--- src/rtl/dmem_pkg.sv ---
// Shared types and funct3 legality helpers for the data-memory arbiter.
package dmem_pkg;

   typedef enum logic [1:0] {IDLE, ACCESS, RESP} arb_state_t;

   localparam logic [2:0] F3_B  = 3'b000;
   localparam logic [2:0] F3_H  = 3'b001;
   localparam logic [2:0] F3_W  = 3'b010;
   localparam logic [2:0] F3_BU = 3'b100;
   localparam logic [2:0] F3_HU = 3'b101;

   function automatic logic load_f3_legal(input logic [2:0] f3);
      return (f3 == F3_B) || (f3 == F3_H) || (f3 == F3_W) ||
             (f3 == F3_BU) || (f3 == F3_HU);
   endfunction

   function automatic logic store_f3_legal(input logic [2:0] f3);
      return (f3 == F3_B) || (f3 == F3_H) || (f3 == F3_W);
   endfunction

endpackage

--- src/rtl/dmem_arb_pick.sv ---
// Combinational 2-way grant selector; prio1 gives port 1 the win on contention.
module dmem_arb_pick (
   input  logic req0,
   input  logic req1,
   input  logic en,
   input  logic prio1,
   output logic gnt0,
   output logic gnt1
);

   always_comb begin
      gnt0 = 1'b0;
      gnt1 = 1'b0;
      if (en) begin
         if (req0 && req1) begin
            gnt0 = ~prio1;
            gnt1 = prio1;
         end else begin
            gnt0 = req0;
            gnt1 = req1;
         end
      end
   end

endmodule

--- src/rtl/dmem_arbiter.sv ---
// Two-port valid/ready arbiter and sequencer for the single-port datamemory.
// Define DMEM_ARB_RR_EN for round-robin arbitration (default: port 0 fixed priority).
module dmem_arbiter
   import dmem_pkg::*;
#(
   parameter int DM_ADDRESS = 9,
   parameter int DATA_W     = 32
) (
   input  logic                  clk,
   input  logic                  rst_n,
   input  logic                  req0,
   input  logic                  we0,
   input  logic [2:0]            funct3_0,
   input  logic [DM_ADDRESS-1:0] addr0,
   input  logic [DATA_W-1:0]     wdata0,
   input  logic                  req1,
   input  logic                  we1,
   input  logic [2:0]            funct3_1,
   input  logic [DM_ADDRESS-1:0] addr1,
   input  logic [DATA_W-1:0]     wdata1,
   output logic                  gnt0,
   output logic                  gnt1,
   output logic                  rvalid0,
   output logic                  rvalid1,
   output logic                  err0,
   output logic                  err1,
   output logic [DATA_W-1:0]     rdata,
   output logic                  mem_read,
   output logic                  mem_write,
   output logic [2:0]            mem_funct3,
   output logic [DM_ADDRESS-1:0] mem_a,
   output logic [DATA_W-1:0]     mem_wd,
   input  logic [DATA_W-1:0]     mem_rd
);

   arb_state_t state;
   logic       owner;
   logic       we_q;
   logic       err_q;
   logic       prio1;
   logic       accept;
   logic       pick_en;

   logic                  sel_we;
   logic [2:0]            sel_f3;
   logic [DM_ADDRESS-1:0] sel_addr;
   logic [DATA_W-1:0]     sel_wd;
   logic                  sel_legal;

   // Grants are ready signals; held low while reset is asserted.
   assign pick_en = rst_n && (state == IDLE || state == RESP);

   dmem_arb_pick u_pick (
      .req0  (req0),
      .req1  (req1),
      .en    (pick_en),
      .prio1 (prio1),
      .gnt0  (gnt0),
      .gnt1  (gnt1)
   );

   assign accept = gnt0 | gnt1;

`ifdef DMEM_ARB_RR_EN
   logic last_gnt;

   always_ff @(posedge clk or negedge rst_n) begin
      if (!rst_n)
         last_gnt <= 1'b1;
      else if (accept)
         last_gnt <= gnt1;
   end

   assign prio1 = ~last_gnt;
`else
   assign prio1 = 1'b0;
`endif

   assign sel_we    = gnt1 ? we1      : we0;
   assign sel_f3    = gnt1 ? funct3_1 : funct3_0;
   assign sel_addr  = gnt1 ? addr1    : addr0;
   assign sel_wd    = gnt1 ? wdata1   : wdata0;
   assign sel_legal = sel_we ? store_f3_legal(sel_f3) : load_f3_legal(sel_f3);

   always_ff @(posedge clk or negedge rst_n) begin
      if (!rst_n) begin
         state      <= IDLE;
         owner      <= 1'b0;
         we_q       <= 1'b0;
         err_q      <= 1'b0;
         rvalid0    <= 1'b0;
         rvalid1    <= 1'b0;
         err0       <= 1'b0;
         err1       <= 1'b0;
         rdata      <= '0;
         mem_read   <= 1'b0;
         mem_write  <= 1'b0;
         mem_funct3 <= '0;
         mem_a      <= '0;
         mem_wd     <= '0;
      end else begin
         rvalid0    <= 1'b0;
         rvalid1    <= 1'b0;
         err0       <= 1'b0;
         err1       <= 1'b0;
         mem_read   <= 1'b0;
         mem_write  <= 1'b0;
         mem_funct3 <= '0;
         mem_a      <= '0;
         mem_wd     <= '0;
         case (state)
            IDLE, RESP: begin
               if (accept) begin
                  owner <= gnt1;
                  we_q  <= sel_we;
                  err_q <= ~sel_legal;
                  // Illegal requests never touch the memory bus.
                  if (sel_legal) begin
                     mem_read   <= ~sel_we;
                     mem_write  <= sel_we;
                     mem_funct3 <= sel_f3;
                     mem_a      <= sel_addr;
                     mem_wd     <= sel_wd;
                  end
                  state <= ACCESS;
               end else begin
                  state <= IDLE;
               end
            end
            ACCESS: begin
               if (owner) begin
                  rvalid1 <= 1'b1;
                  err1    <= err_q;
               end else begin
                  rvalid0 <= 1'b1;
                  err0    <= err_q;
               end
               if (!we_q && !err_q)
                  rdata <= mem_rd;
               state <= RESP;
            end
            default: state <= IDLE;
         endcase
      end
   end

endmodule

--- config.mk ---
export PLATFORM = sky130hd
export DESIGN_NAME = dmem_arbiter
export DESIGN_NICKNAME = d
export VERILOG_FILES = /design/src/rtl/dmem_pkg.sv /design/src/rtl/dmem_arb_pick.sv /design/src/rtl/dmem_arbiter.sv
export SDC_FILE = /design/constraint.sdc
export NUM_CORES = 1
export LEC_CHECK = 0
export CORE_MARGIN = 2
export CORE_UTILIZATION = 40
export DETAILED_ROUTE_END_ITERATION = 10
export PLACE_DENSITY = 0.84
export SLEW_MARGIN = 25
export SYNTH_ARGS = -nofsm -noshare
export SYNTH_HDL_FRONTEND = slang
export SYNTH_HIERARCHICAL = 1
export SYNTH_SLANG_ARGS = --single-unit
--- constraint.sdc ---
create_clock -name clk -period 4.39 [get_ports clk]
set_clock_uncertainty 0.15 [all_clocks]
set_input_delay 0.439 -clock clk [delete_from_list [all_inputs] [get_ports clk]]
set_output_delay 0.439 -clock clk [all_outputs]
set_load 0.01 [all_outputs]
### Word-level counts from Yosys, hierarchy flattened

Index checks and enable logic that the tools add are counted.

| storage, ports and cells | value |
|---|---|
| flip-flop bits (word level) | 87 |
| input port bits | 126 |
| output and inout port bits | 84 |
| logic and storage cells | 72 |

| cells by class | value |
|---|---|
| eq/ne operators | 6 |
| muxes and demuxes | 34 |
| bitwise logic cells | 3 |
| reduce and logical (&&, ||, !) cells | 15 |

Operators with widths:

| kind | number |
|---|---|
| $mux 32 | 4 |
| $mux 9 | 4 |
| $mux 1 | 21 |
| $mux 3 | 4 |
| $eq 3x3->1 const B | 2 |
| $logic_or 1x1->1 | 5 |
| $pmux 2 s2 | 1 |
| $reduce_and 2->1 | 2 |
| $eq 3x1->1 const B | 1 |
| $eq 3x2->1 const B | 1 |
| $logic_and 1x1->1 | 3 |
| $logic_not 3->1 | 1 |
| $eq 2x1->1 const B | 1 |
| $eq 2x2->1 const B | 1 |
| $logic_not 1->1 | 2 |
| $logic_not 2->1 | 1 |
| $not 1->1 | 2 |
| $reduce_or 2->1 | 1 |
| $or 1x1->1 | 1 |

### Longest topological paths before layout

Gate-level depths: netlist (run 1).

| logic depth | value |
|---|---|
| depth after elaboration | 14 |
| mapped depth | 9 |
| depth with buffers taken out | 6 |

### By module

Netlist (run 1), hierarchy kept.

Modules (own cells, without submodules):

| module | times used | cells an instance | area an instance (µm²) | sequential area each (µm²) |
|---|---|---|---|---|
| dmem_arbiter | 1 | 252 | 3570.9 | 2177.1 |
| dmem_arb_pick | 1 | 5 | 21.3 | 0.0 |

### Worst setup path after synthesis (run 1)

Ideal clock, no wire load.

| path | value |
|---|---|
| path kind | in2reg |
| from | in rst_n |
| to | reg mem_a[4] |
| setup time | 0.122 ns |
| data arrival time | 1.729 ns |
| data required time | 4.118 ns |
| setup slack | 2.389 ns |
| stages on the path | 8 |
| buffers on the path | 3 |
| cells stage by stage | nor2b_1 -> nand2_1 -> a21oi_1 -> buf_4 -> buf_6 -> clkbuf_4 -> mux2i_1 -> nor3_2 |

| on the way | value |
|---|---|
| cells in the longest elaborated chain, start to end | 12 |
| elaborated cells between the ends (all ways) | 20 |
| those cells by class | 4 x eq/ne; 9 x mux; 1 x bitwise; 6 x reduce/logical |

Ends and longest elaborated chain:

| what | RTL line | RTL |
|---|---|---|
| from (decl) | dmem_arbiter.sv:10 | `input logic rst_n,` |
| $logic_and 1x1->1 (*) | dmem_arbiter.sv:51 | `assign pick_en = rst_n && (state == IDLE \|\| state == RESP);` |
| $mux 1 (*) | dmem_arb_pick.sv:14 | `if (en) begin` |
| via gnt1 | dmem_arbiter.sv:22 | `output logic gnt1,` |
| $mux 3 | dmem_arbiter.sv:80 | `assign sel_f3 = gnt1 ? funct3_1 : funct3_0;` |
| $eq 3x1->1 / $logic_not 3->1 (equally long branches) | dmem_pkg.sv:13, dmem_pkg.sv:18 |  |
| $logic_or 1x1->1 (2 in series) | dmem_pkg.sv:13, dmem_pkg.sv:18 |  |
| $logic_or 1x1->1 | dmem_pkg.sv:13 | `return (f3 == F3_B) \|\| (f3 == F3_H) \|\| (f3 == F3_W) \|\|` |
| $logic_or 1x1->1 | dmem_pkg.sv:14 | `(f3 == F3_BU) \|\| (f3 == F3_HU);` |
| $mux 1 | dmem_arbiter.sv:83 | `assign sel_legal = sel_we ? store_f3_legal(sel_f3) : load_f3_legal(sel_f3);` |
| $mux 9 | dmem_arbiter.sv:118 | `if (sel_legal) begin` |
| $mux 9 (*) | dmem_arbiter.sv:113 | `if (accept) begin` |
| $mux 9 (*) | dmem_arbiter.sv:111 | `case (state)` |
| to (signal assigned) | dmem_arbiter.sv:122 | `mem_a <= sel_addr;` |
| to (decl) | dmem_arbiter.sv:31 | `output logic [DM_ADDRESS-1:0] mem_a,` |

Mark *: on every way through the listed nets, which the timed path passes. The rest lies on a longest branch.
A chain may end at the register's enable or synchronous reset.

### Worst setup path in the final report (run 1)

| path | value |
|---|---|
| from | in rst_n |
| to | out gnt1 |

| on the way | value |
|---|---|
| cells in the longest elaborated chain, start to end | 2 |

Ends and longest elaborated chain:

| what | RTL line | RTL |
|---|---|---|
| $logic_and 1x1->1 | dmem_arbiter.sv:51 |  |
| via pick_en | dmem_arbiter.sv:42 | `logic pick_en;` |
| $mux 1 | dmem_arb_pick.sv:14 |  |
| to (decl) | dmem_arbiter.sv:22 |  |

The timed path passes the listed nets, and every way through them passes these cells.

==> impl_metrics.py, run 1 <==
metrics = {
    "status": {
        "run_status": "completed",
    },
    "global_route": {
        "groute.usage.overall_pct": 18.7,
        "first_global_vias": 3035,
        "grt_pass1_wl_mm": 14.4,
        "grt_start_max_net_pins": 58,
        "grt_remaining_overflow": 0,
        "grt_antenna_before_repair": 0,
    },
    "cells_and_area": {
        "flow.area_growth_from_synthesis_pct": 66.4,
        "num_antenna_cells": 0,
        "fin_cells": 582,
        "layout_commonest_cell": "clkdlybuf4s50_1",
        "seqCellArea_um2": 2180,
        "final.fill_count": 660,
        "multi_input_logic_area_um2": 1270,
        "drive_above_1_share_pct": 13.5,
        "layout.cells.most_common_list": "clkdlybuf4s50_1 (208), dfrtp_1 (87), mux2i_1 (44)",
        "net_count_of_the_finished_layout": 595,
    },
    "setup_path": {
        "timing.critical_path.fanout_max": 32,
        "timing_worst_setup_path_type": "in -> out",
        "maximum_single_stage_delay_on_the_critical_path_ns": 0.67,
        "critical_path_required_ns": 3.80,
        "startpoint_type_of_the_worst_setup_path": "primary input",
        "worst_path_max_delay_cell": "clkdlybuf4s50_1",
        "cp-end-kind": "output port",
        "worstSetupStartpoint": "rst_n",
        "critical_path.reg2reg.startpoint": "state[0]",
        "crit_arrival_ns": 2.94,
        "cp_cell_sequence": "dlygate4sd3_1 > buf_4 > nor2b_1 > nand2_1 > a21oi_4 > clkdlybuf4s50_1",
    },
    "logic_synthesis": {
        "post-synth-top-area-cell": "dfrtp_1",
        "synth_top_flop_cell": "dfrtp_1",
        "synth_cells": 257,
        "async_reset_ff_share_pct": 100,
        "synth_enable_flop_cells": 0,
        "netlist-cell-type-count": 31,
        "syn-cell-area_um2": 3590,
        "synth.yosys.seq_area_share_pct": 60.6,
        "yosys_register_bits": 87,
        "synth.avg_cell_area_um2": 14.0,
        "post_synth_main_area_contributors": "dfrtp_1 (61%), mux2i_1 (12%), mux2_2 (9.4%), nor3_1 (5.7%), buf_6 (2.5%)",
        "synth_largest_type_area_fraction_pct": 60.6,
        "synth-warning-count": 6,
    },
    "placement": {
        "cell_count_after_placement": 565,
        "io_buffers": 209,
        "post-dp-hpwl_mm": 7.09,
        "gp_routability_congestion": 0.738,
    },
    "detailed_routing": {
        "vias_per_cell": 4.84,
        "drtAntennaViolNets": 0,
        "highest-signal-layer": "met4",
        "drc": 0,
        "drt-wirelength-per-cell_um": 15.4,
        "route.vias.total": 2819,
        "initialDrtViolationCount": 51,
        "first_pass_iters": 4,
        "detailroute.wirelength.met3_um": 721,
        "m1WireLength_mm": 3.25,
        "met2RoutedLength_mm": 4.86,
        "totalWireLength_mm": 8.95,
    },
    "sta": {
        "timing_worst_slew_pin_value_ns": 0.762,
        "finalHoldViolations": 0,
        "fin_crit_ns": 3.53,
        "min_period_over_period_pct": 80.4,
        "grt_setup_unrepaired": "false",
        "report.final.slew_viol_count": 0,
        "worst_slew_margin_rel_pct": 49.1,
        "max_clock_freq_ghz": 0.283,
        "final-setup-viol-count": 0,
        "setup_tns_ns": 0,
    },
    "floorplanning": {
        "initial_core_utilization_pct": 41.2,
        "die_area_um2": 9750,
        "placement_rows": 34,
        "chipWidth_um": 98.8,
        "io-pin-count": 210,
        "dieHeight_um": 98.8,
        "core_footprint_um2": 8720,
    },
    "clock_tree": {
        "cts_resized": 0,
        "insertion_delay_ns": 0.33,
        "clock_tree.htree_level_count": 3,
        "tritoncts.num_buffers": 9,
        "clock_tree_from_tritoncts": "built",
        "postCtsHoldBufs": 1,
        "post-cts-setup-buffers": 0,
        "clock-sinks": 87,
        "clkTransAtPathRegs_ns": 0.08,
        "cts-root-buf": "clkbuf_8",
        "clk_path_buf_depth": 2,
    },
    "hold_path": {
        "hold_start": "owner",
        "hold_path.class": "reg -> reg",
    },
    "power_and_ir_drop": {
        "vdd_drop_max_mv": 0.164,
        "power_per_cell_area_nw_per_um2": 407,
        "power_leakage_nw": 2.47,
    },
    "flow_run": {
        "cap_violations": 0,
    },
}
[report_power, final]
group,internal (W),switching [W],leakage [nW]
clock network,0.000224,0.000278,0.0930
logic,0.000550,0.000304,1.23
registers,0.000981,0.0000917,1.14
[synth_stat cells (2+ instances only)]
| library cell | count |
|---|---|
| o21ai_0 | 2 |
| mux2_1 | 2 |
| inv_1 | 4 |
| nor2_1 | 4 |
| nand2_1 | 4 |
| mux2i_1 | 44 |
| clkbuf_4 | 3 |
| buf_2 | 4 |
| dfrtp_1 | 87 |
| a21oi_1 | 2 |
| buf_6 | 8 |
| nor3_2 | 3 |
| and2_1 | 2 |
| buf_4 | 2 |
| mux2_2 | 30 |
| nor3_1 | 41 |
[flip-flops by register name, indices dropped and copies added (netlist names)]
signal	count
rvalid0	1
mem_funct3	3
mem_a	9
mem_read	1
rvalid1	1
we_q	1
mem_write	1
err1	1
owner	1
err_q	1
state	2
err0	1
mem_wd	32
rdata	32
[through the flow]
stage	utilization (%)	hold slack [ns]	worst slack, ns	total power (W)	cell area, um2
after floorplan	-	-0.00659	2.39	0.00141	3600
after global placement	65.5	0.230	1.42	0.00191	5710
after detailed placement	66.3	0.245	1.37	0.00196	5780
after CTS	68.5	0.354	0.821	0.00247	5980
after global routing	68.5	0.380	0.607	0.00257	5980
final	68.5	0.347	0.862	0.00243	5980
[final cells by class]
cell class                 instances  share of cell area, %
timing repair buffer             217                   36.8
sequential                        87                   36.4
multi-input combinational        150                   21.2
clock buffer                      10                   2.30
tap                              108                   2.26
clock inverter                     6                  0.733
inverter                           4                  0.251
[path summary, 6_finish.rpt]
| kind | to | slack [ns] | depth (start not counted) |
|---|---|---|---|
| worst min-delay path | rvalid0 | 0.35 | 1 |
| worst max register to register | mem_a[1] | 1.87 | 8 |
| worst min register to register | rvalid0 | 0.35 | 1 |
| min in group asynchronous | rdata[25] | 0.41 | 2 |
| max in group asynchronous | rdata[12] | 2.64 | 3 |
| worst max-delay path | gnt1 | 0.86 | 6 |
[metal layers]
layer | global-route usage [%] | vias up
li1 | - | 1331
met2 | 34.1 | 129
met4 | 5.90 | 0
met5 | 0 | -
met1 | 20.9 | 1351
met3 | 5.32 | 8
[critical path: cells and delay by family]
kind | cells | cell delay, ns
AND/OR/NAND/NOR | 2 | 0.33
buffers and inverters | 3 | 1.55
AO/OA/AOI/OAI | 1 | 0.60
[cell families after synthesis]
logic type / synth area share, %
AND/OR/NAND/NOR: 9.58
flip-flops: 60.6
AO/OA/AOI/OAI: 2.89
other: 0.104
multiplexers: 22.3
buffers and inverters: 4.53
Power figures use the tool's default switching activity.
==> inputs of run 2 (changes only) <==
- CORE_UTILIZATION: 40 -> 34
- PLACE_DENSITY: 0.84 -> 0.76
- clock period: 4.39 -> 3 ns (I/O delays scaled with it)
==> run 2 against run 1 <==
  * The flow now finishes with violations (negative hold slack)
  * Critical path depth shrank 1
  * Cell area grew 0.73%
  * Sequential power increased by 47%
  * Power increased by 52%
  * Worst hold slack got worse by 0.39 ns
  * Global-route usage decreased by 2.4 points
  * Non-clock buffer count fell by 1
  * Cell count is 4.5% higher
  * Combinational power rose by 45%
  * Highest routed layer unchanged
  * Die area up 17%
  * Via count down 0.43%
==> impl_metrics.py, run 2 (synthesis gave the netlist of run 1 again) <==
metrics = {
    "setup_path": {
        "cp_cell_sequence": "nor2b_1 > nand2_1 > a21oi_4 > buf_6 > clkdlybuf4s50_1",
        "rrSetupSlack_ns": 0.57,
        "startpoint_type_of_the_worst_setup_path": "flop",
        "crit_arrival_ns": 2.26,
        "critical_path.reg2reg.startpoint": "state[0]",
        "timing_worst_setup_path_type": "reg -> out",
        "maximum_single_stage_delay_on_the_critical_path_ns": 0.61,
        "critical_path_s_top_delay_family": "buffers and inverters",
        "worst_path_max_delay_cell": "clkdlybuf4s50_1",
        "crit-reg2reg-capture": "mem_wd[14]",
        "worst_r2r_path_depth": 8,
        "cp-end-kind": "output port",
        "critical_path_required_ns": 2.55,
        "timing.critical_path.fanout_max": 26,
        "cp.buffers_inverters": 2,
    },
    "cells_and_area": {
        "flow.area_growth_from_synthesis_pct": 67.6,
        "layout.cells.most_common_list": "clkdlybuf4s50_1 (208), dfrtp_1 (87), mux2i_1 (44)",
        "drive_above_1_share_pct": 13.3,
        "num_antenna_cells": 0,
        "fin_cells": 608,
        "net_count_of_the_finished_layout": 594,
        "final_core_utilization_pct": 58.6,
        "largest_registers": "mem_wd (32), rdata (32), mem_a (9)",
        "layout_commonest_cell": "clkdlybuf4s50_1",
        "final.fill_count": 865,
    },
    "global_route": {
        "groute.usage.overall_pct": 16.3,
        "grt_start_max_net_pins": 88,
        "grt_antenna_before_repair": 0,
        "first_global_vias": 2957,
        "grt_pass1_wl_mm": 14.4,
        "grt_remaining_overflow": 0,
    },
    "clock_tree": {
        "clkTransAtPathRegs_ns": 0.08,
        "insertion_delay_ns": 0.33,
        "clock-sinks": 87,
        "cts_resized": 0,
        "post-cts-setup-buffers": 0,
        "clock_tree.htree_level_count": 3,
        "clk_path_buf_depth": 2,
        "cts-root-buf": "clkbuf_8",
        "tritoncts.num_buffers": 9,
        "clock_tree_from_tritoncts": "built",
        "postCtsHoldBufs": 0,
    },
    "floorplanning": {
        "core_footprint_um2": 10300,
        "initial_core_utilization_pct": 35.0,
        "die_area_um2": 11400,
        "placement_rows": 37,
        "chipWidth_um": 107,
        "io-pin-count": 210,
        "dieHeight_um": 107,
    },
    "sta": {
        "min_period_over_period_pct": 90.3,
        "worst_slew_margin_rel_pct": 37.7,
        "setup_tns_ns": 0,
        "final-setup-viol-count": 0,
        "max_clock_freq_ghz": 0.369,
        "timing_worst_slew_pin_value_ns": 0.930,
        "fin_hold_ws_ns": -0.0433,
        "finalHoldViolations": 57,
        "fin_crit_ns": 2.71,
        "grt_setup_unrepaired": "false",
        "report.final.slew_viol_count": 0,
    },
    "detailed_routing": {
        "initialDrtViolationCount": 77,
        "vias_per_cell": 4.62,
        "totalWireLength_mm": 9.25,
        "drc": 0,
        "drtAntennaViolNets": 0,
        "route.vias.total": 2807,
        "drt-wirelength-per-cell_um": 15.2,
        "first_pass_iters": 4,
    },
    "status": {
        "violations": "negative hold slack",
        "run_status": "finished, violations left",
    },
    "hold_path": {
        "hold_path.class": "in -> async",
    },
    "placement": {
        "gp_routability_congestion": 0.668,
        "io_buffers": 209,
        "cell_count_after_placement": 593,
        "post-dp-hpwl_mm": 7.21,
    },
    "power_and_ir_drop": {
        "power_per_cell_area_nw_per_um2": 615,
        "vdd_drop_max_mv": 0.290,
        "power_leakage_nw": 2.47,
        "report.power.total_w": 0.00370,
    },
    "flow_run": {
        "cap_violations": 0,
    },
}
==> run 2: how the worst max path moves through the flow <==
stage,cells after the start,slack (ns),start,endpoint
after CTS,5,0.15,state[0],gnt1
after global placement,7,0.30,req1,mem_funct3[2]
after detailed placement,8,0.26,req1,mem_wd[7]
after floorplan,8,1.04,state[0],mem_a[4]
final,5,0.29,state[0],gnt1
after global routing,5,0.11,state[0],gnt1
==> run 2: report_power, final <==
group | internal (W) | switching (W)
Sequential | 0.00144 | 0.000133
Combinational | 0.000797 | 0.000443
Clock | 0.000489 | 0.000402
Total | 0.00272 | 0.000978
==> run 2: final cells by class <==
type	instances	area, um2	share of cell area (%)
clock buffer	10	138	2.29
clock inverter	5	82.6	1.37
inverter	4	15.0	0.249
multi-input combinational	150	1270	21.1
sequential	87	2180	36.2
tap	136	170	2.83
timing repair buffer	216	2170	36.0
==> run 2: metrics by stage <==
step | setup WS (ns) | cell area [um2] | hold WS, ns
3_3_place_gp | 0.302 | 5760 | 0.311
3_5_place_dp | 0.263 | 5790 | 0.329
4_1_cts | 0.149 | 6010 | 0.131
5_1_grt | 0.106 | 6020 | 0.0149
6_report | 0.291 | 6020 | -0.0433
2_1_floorplan | 1.04 | 3600 | -0.146
==> run 2: routing by layer <==
layer / vias to the layer above / GRT usage [%] / part of all wire (%)
li1: 1328 / - / -
met1: 1346 / 16.8 / 36
met2: 124 / 29.7 / 52
met3: 9 / 7.66 / 11
met4: 0 / 3.90 / 0.88
met5: - / 0 / 0
==> inputs of run 3 (changes only) <==
- CORE_UTILIZATION: 34 -> 40
- CTS_CLUSTER_SIZE: unset -> 25
- GPL_ROUTABILITY_DRIVEN: unset -> 0
- PLACE_DENSITY: 0.76 -> 0.84
- clock period: 3 -> 3.2 ns (I/O delays scaled with it)
==> run 3 against run 2 <==
  * The run still ends with negative hold slack left
  * Combinational power fell by 6%
  * Power decreased by 7.9%
  * Via count up 0.32%
  * Sequential power down 6%
  * Register-to-register slack gained 0.11 ns
  * Non-clock buffer count fell by 1
  * Clock-buffer cell count is 1 lower
  * Sequential cell count is the same
  * First-iteration DRC count fell by 13%
  * Global-route usage increased by 2.8 points
  * Worst hold slack better by 0.0060 ns
  * Critical path type unchanged
==> impl_metrics.py, run 3 (synthesis gave the netlist of run 1 again) <==
metrics = {
    "status": {
        "run_status": "finished, violations left",
        "violations": "negative hold slack",
    },
    "global_route": {
        "grt_antenna_before_repair": 0,
        "grt_start_max_net_pins": 88,
        "grt_remaining_overflow": 0,
        "grt_pass1_wl_mm": 14.6,
        "groute.usage.overall_pct": 19.1,
        "first_global_vias": 2995,
    },
    "setup_path": {
        "cp-end-kind": "output port",
        "startpoint_type_of_the_worst_setup_path": "flop",
        "critical_path.reg2reg.startpoint": "state[0]",
        "rrSetupSlack_ns": 0.68,
        "timing.critical_path.fanout_max": 17,
        "critical_path_required_ns": 2.73,
        "crit_arrival_ns": 2.27,
        "worst_r2r_path_depth": 7,
        "crit-reg2reg-capture": "mem_wd[3]",
        "timing_worst_setup_path_type": "reg -> out",
    },
    "floorplanning": {
        "chipWidth_um": 98.8,
        "placement_rows": 34,
        "die_area_um2": 9750,
        "initial_core_utilization_pct": 41.2,
        "dieHeight_um": 98.8,
        "io-pin-count": 210,
        "core_footprint_um2": 8720,
    },
    "cells_and_area": {
        "layout.cells.most_common_list": "clkdlybuf4s50_1 (208), dfrtp_1 (87), mux2i_1 (44)",
        "net_count_of_the_finished_layout": 593,
        "flow.area_growth_from_synthesis_pct": 66.3,
        "final.fill_count": 670,
        "num_antenna_cells": 0,
        "drive_above_1_share_pct": 13.3,
        "layout_commonest_cell": "clkdlybuf4s50_1",
        "largest_registers": "mem_wd (32), rdata (32), mem_a (9)",
        "final_cell_area_um2": 5970,
    },
    "flow_run": {
        "cap_violations": 0,
    },
    "placement": {
        "post-dp-hpwl_mm": 7.13,
        "pre_cts_slack_ns": 0.538,
        "detailed_place.area_um2": 5770,
        "io_buffers": 209,
    },
    "clock_tree": {
        "clock_tree.htree_level_count": 3,
        "cts_resized": 0,
        "clock-sinks": 87,
        "tritoncts.num_buffers": 9,
        "clkTransAtPathRegs_ns": 0.09,
        "insertion_delay_ns": 0.35,
        "postCtsHoldBufs": 0,
        "clk_path_buf_depth": 2,
        "post-cts-setup-buffers": 0,
        "cts-root-buf": "clkbuf_8",
        "clock_tree_from_tritoncts": "built",
    },
    "sta": {
        "grt_setup_unrepaired": "false",
        "final-setup-viol-count": 0,
        "setup_tns_ns": 0,
        "finalHoldViolations": 39,
        "fin_hold_ws_ns": -0.0373,
        "worst_slew_margin_rel_pct": 49.1,
        "report.final.slew_viol_count": 0,
        "min_period_over_period_pct": 85.7,
        "timing_worst_slew_pin_value_ns": 0.764,
        "final.setup.worst_slack_ns": 0.457,
        "fin_crit_ns": 2.74,
        "max_clock_freq_ghz": 0.365,
    },
    "power_and_ir_drop": {
        "vdd_drop_max_mv": 0.207,
        "power_per_cell_area_nw_per_um2": 570,
        "power_leakage_nw": 2.46,
    },
    "detailed_routing": {
        "totalWireLength_mm": 9.11,
        "route.vias.total": 2816,
        "drc": 0,
        "vias_per_cell": 4.86,
        "first_pass_iters": 4,
        "initialDrtViolationCount": 67,
        "drtAntennaViolNets": 0,
        "drt-wirelength-per-cell_um": 15.7,
    },
    "hold_path": {
        "hold_path.class": "in -> async",
    },
}
[run 3: metal layers]
layer  up-vias  global-route usage (%)  wire, um
li1       1331                       -         -
met1      1345                    20.4      3310
met2       126                    34.1      4790
met3        14                    6.95       822
met4         0                    7.59       182
met5         -                       0         0
[run 3: metrics by stage]
stage               total power (W)  util (%)  hold WS (ns)  cells
detailed placement          0.00268      66.2         0.310    564
global placement            0.00262      65.5         0.309    562
global route                0.00360      68.5        0.0345    580
CTS                         0.00346      68.5         0.151    580
floorplan                   0.00194         -        -0.126    258
finish                      0.00341      68.5       -0.0373    580
[run 3: how the worst max path moves through the flow]
stage	start	cells past startpoint	slack [ns]	end
floorplan	state[0]	8	1.24	mem_a[4]
global placement	req1	6	0.58	err_q
detailed placement	req1	7	0.54	mem_wd[8]
CTS	state[0]	4	0.41	gnt1
global route	state[0]	4	0.28	gnt1
finish	state[0]	4	0.46	gnt1
[run 3: cell type report]
type / count / area [um2] / share of cell area, %
Inverter: 4 / 15.0 / 0.251
Timing Repair Buffer: 215 / 2180 / 36.5
Sequential cell: 87 / 2180 / 36.4
Multi-Input combinational cell: 150 / 1270 / 21.2
Clock inverter: 7 / 77.6 / 1.30
Tap cell: 108 / 135 / 2.26
Clock buffer: 9 / 124 / 2.07
[run 3: where the power goes]
part / switching (W) / leakage (nW) / internal [W]
logic: 0.000415 / 1.22 / 0.000751
registers: 0.000126 / 1.14 / 0.00135
clock network: 0.000401 / 0.101 / 0.000369
[run 3: critical path, cell delays in order, from the launching register on]
cell and delay (ns):
dfrtp_1 0.43, nor2b_1 0.21, nand2_1 0.12, a21oi_4 0.50, clkdlybuf4s50_1 0.66
==> patch 1 (flow settings as in run 1) <==
The 3 states of `arb_state_t` get a one-hot encoding in 3 bits.
--- a/src/rtl/dmem_pkg.sv
+++ b/src/rtl/dmem_pkg.sv
@@ -1,7 +1,7 @@
 // Shared types and funct3 legality helpers for the data-memory arbiter.
 package dmem_pkg;
 
-   typedef enum logic [1:0] {IDLE, ACCESS, RESP} arb_state_t;
+   typedef enum logic [2:0] {IDLE = 3'b001, ACCESS = 3'b010, RESP = 3'b100} arb_state_t;
 
    localparam logic [2:0] F3_B  = 3'b000;
    localparam logic [2:0] F3_H  = 3'b001;
Formal check against the unedited RTL: no difference found for any inputs over 4 cycles, from zero or initial values and one cycle with rst_n low; so few cycles prove little.
==> patch 1 against run 1 <==
- non-clock buffer count is the same
- total power grew 26%
- setup slack lost 0.031 ns
- largest cell class is now flip-flops and latches
- largest power group is now combinational cells
- critical endpoint unchanged
- synthesized area grew 9.9%
- wire length grew 18%
- final area grew 6.3%
- sequential cell count grew 1
- global-route usage grew 0.58 points
==> patch 1: results (changes against run 1) <==
Outcome
  • Outcome: finished clean

Yosys
  • Synth warn: 6 (unchanged)
  • Commonest cells in the netlist: dfrtp_1, mux2i_1, nor4_2
  • Sequential element share of the synthesized area: 55.80% (-4.8 points)
  • Post-synth EDFFs: 0 (unchanged)
  • Async SR Flop Fraction: 100.0% (unchanged)
  • Synth top area cells: dfrtp_1, mux2i_1, nor4_2, mux2_4, mux2_2
  • Unique masters post-synth: 32 (+3.2%)

Cells and area
  • Filler cells: 723 (+9.5%)
  • Post-layout nets: 599 (+0.67%)
  • # diodes: 0 (unchanged)
  • Share of layout cells above drive strength 1: 20.08% (+6.6 points)
  • Biggest regs: mem_wd: 32 flops, rdata: 32 flops, mem_a: 9 flops

Critical path
  • Max stage delay on crit path: 0.64 ns (-0.03 ns)
  • CP Max Fanout: 27 (-16%)
  • Slowest stage cell, crit path: clkdlybuf4s50_1
  • CP Capture Type: output pin
  • Worst EP arrival: 2.97 ns (+0.03 ns)
  • Crit-path leading delay family: buffers and inverters

Clock network
  • Setup Buffers After CTS: 0 (unchanged)
  • H-tree depth: 3 (unchanged)
  • Clk slew on worst S/H paths: 0.09 ns
  • CTS root buf: clkbuf_8
  • Clk buf depth: 2 (unchanged)
  • Resized cells post-CTS: 0 (unchanged)
  • Worst skew pair latency: 0.34 ns
  • CTS Buf Count: 9 (unchanged)

GRT
  • First-pass GRT wire length: 15610 µm (+8.3%)
  • Antenna violations before repair: 0 (unchanged)
  • Largest net degree at the start of global routing: 58 (unchanged)
  • Total GRT Usage: 19.25% (+0.58 points)
  • Vias in the first global route: 3087 (+1.7%)

Timing
  • Worst slew pin tran: 0.9404 ns (+0.1781 ns)
  • Total Neg Setup Slack: 0 ns (unchanged)

Placement
  • Routability cong.: 0.7497 (+1.6%)
  • DP Wirelength: 8039 µm (+13%)
  • Dpl cell area: 6131 µm² (+6.0%)
  • IO buf count: 209 (unchanged)

Route
  • Avg WL per Cell: 17.32 µm (+13%)
  • Iter 0 DRT Violations: 68 (+33%)
  • Vias per inst: 4.930 (+1.8%)
  • DRT Pass-1 Iters: 4 (unchanged)

Power and ir drop
  • Pleak: 2.583 nW (+4.8%)
  • Max VDD drop: 0.2228 mV (+36%)

Hold path
  • Min-Delay Path Class: reg2reg
patch 1: routing by layer:
layer  GRT usage (%)  wire length [µm]  vias up
met5               0                 0        -
met4           5.567               155        0
met3           7.392              1040       12
met2           33.90              5388      147
met1           21.69              4000     1465
li1                -                 -     1388
patch 1: metrics by stage:
step	std cells	util [%]	setup slack [ns]	power, mW
after CTS	611	65.58	0.8037	3.088
after global placement	593	63.02	1.115	2.446
final	611	65.58	0.8307	3.054
after global routing	611	65.58	0.6165	3.232
after detailed placement	594	63.31	0.9364	2.500
after floorplan	268	-	1.748	1.845
patch 1: cell families (layout without fill, tap and decap cells):
logic type,count (synthesis),in the layout,share of synthesized area (%)
AO/OA/AOI/OAI,10,10,2.377
XOR/XNOR,1,1,0.2218
buffers and inverters,26,236,4.468
flip-flops,88,88,55.80
multiplexers,76,76,22.24
other,1,2,0.09497
AND/OR/NAND/NOR,65,65,14.80
patch 1: power by group:
| part | leakage (nW) | internal, mW | switching, mW |
|---|---|---|---|
| sequential | 1.14 | 1.04 | 0.120 |
| clock | 0.104 | 0.286 | 0.295 |
| combinational | 1.34 | 0.767 | 0.544 |
patch 1: worst reg2reg max path, cell delays in order, from the launching register on:
cell and delay, ns:
dfstp_2 0.55, xor2_1 0.31, nor2b_1 0.22, and2_1 0.16
nand2_1 0.08, a21oi_4 0.24, buf_4 0.42, nor2b_1 0.13
a32o_2 0.44, buf_4 0.34, o31a_1 0.31
patch 1: final cells by class:
type                       count  area [µm²]  area share, %
sequential                    88        2203          34.69
clock inverter                 6       72.57          1.143
tap                          133       166.4          2.620
timing repair buffer         217        2172          34.20
clock buffer                  10       137.6          2.167
inverter                       3       11.26         0.1773
multi-input combinational    154        1588          25.00
patch 1: final timing paths:
path | start | endpoint | slack [ns] | depth (start not counted)
max reg2reg | state[0] | err_q | 0.92 | 10
min reg2reg | owner | rvalid0 | 0.33 | 1
min in group asynchronous | rst_n | mem_funct3[0] | 0.52 | 3
max | state[0] | gnt1 | 0.83 | 7
min | owner | rvalid0 | 0.33 | 1
max in group asynchronous | rst_n | mem_wd[22] | 2.95 | 4
patch 1: repair_timing:
action,in CTS,in global routing
hold endpoints to repair,30,0
hold buffers,1,0
endpoints found under the setup margin,0,0
==> patch 2 (flow settings as in run 1) <==
Without the edit above. `DATA_W`: 32 -> 16.
--- a/src/rtl/dmem_arbiter.sv
+++ b/src/rtl/dmem_arbiter.sv
@@ -4,7 +4,7 @@
    import dmem_pkg::*;
 #(
    parameter int DM_ADDRESS = 9,
-   parameter int DATA_W     = 32
+   parameter int DATA_W     = 16
 ) (
    input  logic                  clk,
    input  logic                  rst_n,
Interface: changed (5 resized); port bits go from 210 to 130. No check against the original RTL was run, so the function may have changed too.
==> patch 2 against run 1 <==
- synthesized area decreased by 36%
- global-route usage shrank 2.0 points
- setup slack gained 0.47 ns
- first-iteration DRC count up 27%
- sequential cell count is 32 lower
- wire length shrank 43%
- final cell count down 36%
- final area fell by 37%
- total power is 41% lower
- largest power group unchanged
==> patch 2: results (changes against run 1) <==
Placement
  • Place WS: 1.364 ns (-0.001900 ns)
  • IO buf count: 129 (-38%)
  • Routability cong.: 0.6980 (-5.4%)
  • DP Wirelength: 4021 µm (-43%)

Power and ir drop
  • Max VDD drop: 0.2335 mV (+42%)
  • Pleak: 1.536 nW (-38%)
  • Seq pwr share: 45.4% (+1.2 points)
  • Internal: 1.077 mW (-39%)

Cells and area
  • Share of layout cells above drive strength 1: 13.95% (+0.45 points)
  • Filler cells: 443 (-33%)
  • Post-layout nets: 379 (-36%)
  • Biggest regs: mem_wd: 16 flops, rdata: 16 flops, mem_a: 9 flops

GRT
  • Total GRT Usage: 16.65% (-2.0 points)
  • Largest net degree at the start of global routing: 56 (-3.4%)
  • First-pass GRT wire length: 8128 µm (-44%)
  • Vias in the first global route: 1787 (-41%)

Clock network
  • CTS Buf Count: 5 (-4)
  • Hold_buf cts: 0 (-1)
  • Setup Buffers After CTS: 0 (unchanged)
  • H-tree depth: 2 (-1)
  • Resized cells post-CTS: 0 (unchanged)
  • Worst skew pair latency: 0.30 ns (-0.03 ns)

Critical path
  • Worst Reg-to-Reg Cells: 7 (-1)
  • Reg2reg end: mem_a[5]
  • CP Max Fanout: 23 (-28%)
  • Worst EP arrival: 2.47 ns (-0.47 ns)
  • Setup crit start: state[0]
  • R2r setup slk: 1.56 ns (-0.31 ns)

Yosys
  • Synth top area cells: dfrtp_1, mux2i_1, mux2_2, nor3_1, nor3_2
  • Sequential element share of the synthesized area: 59.78% (-0.82 points)
  • Unique masters post-synth: 29 (-6.5%)
  • Commonest cells in the netlist: dfrtp_1, mux2i_1, nor3_1

Route
  • Vias per inst: 4.684 (-3.3%)
  • Total Routed Length: 5136 µm (-43%)
  • Iter 0 DRT Violations: 65 (+27%)

Outcome
  • Outcome: finished clean

Hold path
  • Min-Delay Path Class: in2async

Timing
  • Worst slew pin tran: 0.8090 ns (+0.04668 ns)
==> patch 2: changes by cell type in the layout (fill, tap and decap cells not counted), sizes merged <==
cell / before / now
clkinvlp: 1 / 0
clkbuf: 10 / 6
mux2i: 44 / 28
clkdlybuf4s50: 208 / 128
dlygate4sd3: 1 / 0
nor3: 45 / 29
clkinv: 3 / 0
bufinv: 0 / 1
mux2: 32 / 16
dfrtp: 87 / 55
inv: 6 / 4
buf: 8 / 5
==> patch 2: cell type report <==
cell class,count,area share (%)
Clock inverter,1,0.8000
Tap cell,72,2.400
Sequential cell,55,36.67
Clock buffer,6,1.933
Timing Repair Buffer,133,35.07
Inverter,4,0.4000
Multi-Input combinational cell,102,22.73
==> patch 2: worst max path at each step <==
stage	endpoint	slack (ns)	cells after the start
3_3_place_gp	mem_funct3[0]	1.44	7
5_1_grt	gnt1	1.20	4
4_1_cts	gnt1	1.29	4
2_1_floorplan	mem_funct3[2]	2.34	8
3_5_place_dp	mem_a[5]	1.36	7
6_report	gnt1	1.33	4
==> patch 2: power groups by stage <==
| stage | clock network, mW | registers [mW] | logic, mW |
|---|---|---|---|
| finish | 0.311 | 0.655 | 0.476 |
| global route | 0.349 | 0.669 | 0.511 |
| CTS | 0.325 | 0.657 | 0.483 |
| detailed placement | 0 | 0.668 | 0.482 |
| global placement | 0 | 0.663 | 0.473 |
| floorplan | 0 | 0.709 | 0.149 |
==> patch 2: logic make-up (layout without fill, tap and decap cells) <==
group,after synthesis,in the layout,synth area share [%]
compound gates,11,11,3.642
buf+inv,15,144,3.967
flops,55,55,59.78
mux,44,44,20.00
other cells,1,2,0.1629
simple gates,45,45,12.45
==> patch 2: worst max-delay path, stage by stage (launching register included) <==
cell	delay [ns]
dfrtp_1	0.44
nor2b_1	0.28
nand2_1	0.14
a21oi_4	0.64
clkdlybuf4s50_1	0.67
==> patch 2: layer usage <==
metal | vias to the layer above | GRT usage [%] | share of wire (%)
li1 | 853 | - | -
met1 | 804 | 18.77 | 39
met2 | 83 | 28.82 | 50
met3 | 7 | 6.335 | 9.6
met4 | 0 | 5.763 | 1.6
met5 | - | 0 | 0
==> patch 2: through the flow <==
step           instances  hold WS, ns  area (µm²)  power, mW
2_1_floorplan        172    -0.006591        2306     0.8582
3_3_place_gp         366       0.3210        3651      1.135
3_5_place_dp         366       0.3316        3651      1.150
4_1_cts              373       0.1552        3754      1.465
5_1_grt              373       0.1785        3754      1.530
6_report             373       0.1231        3754      1.442
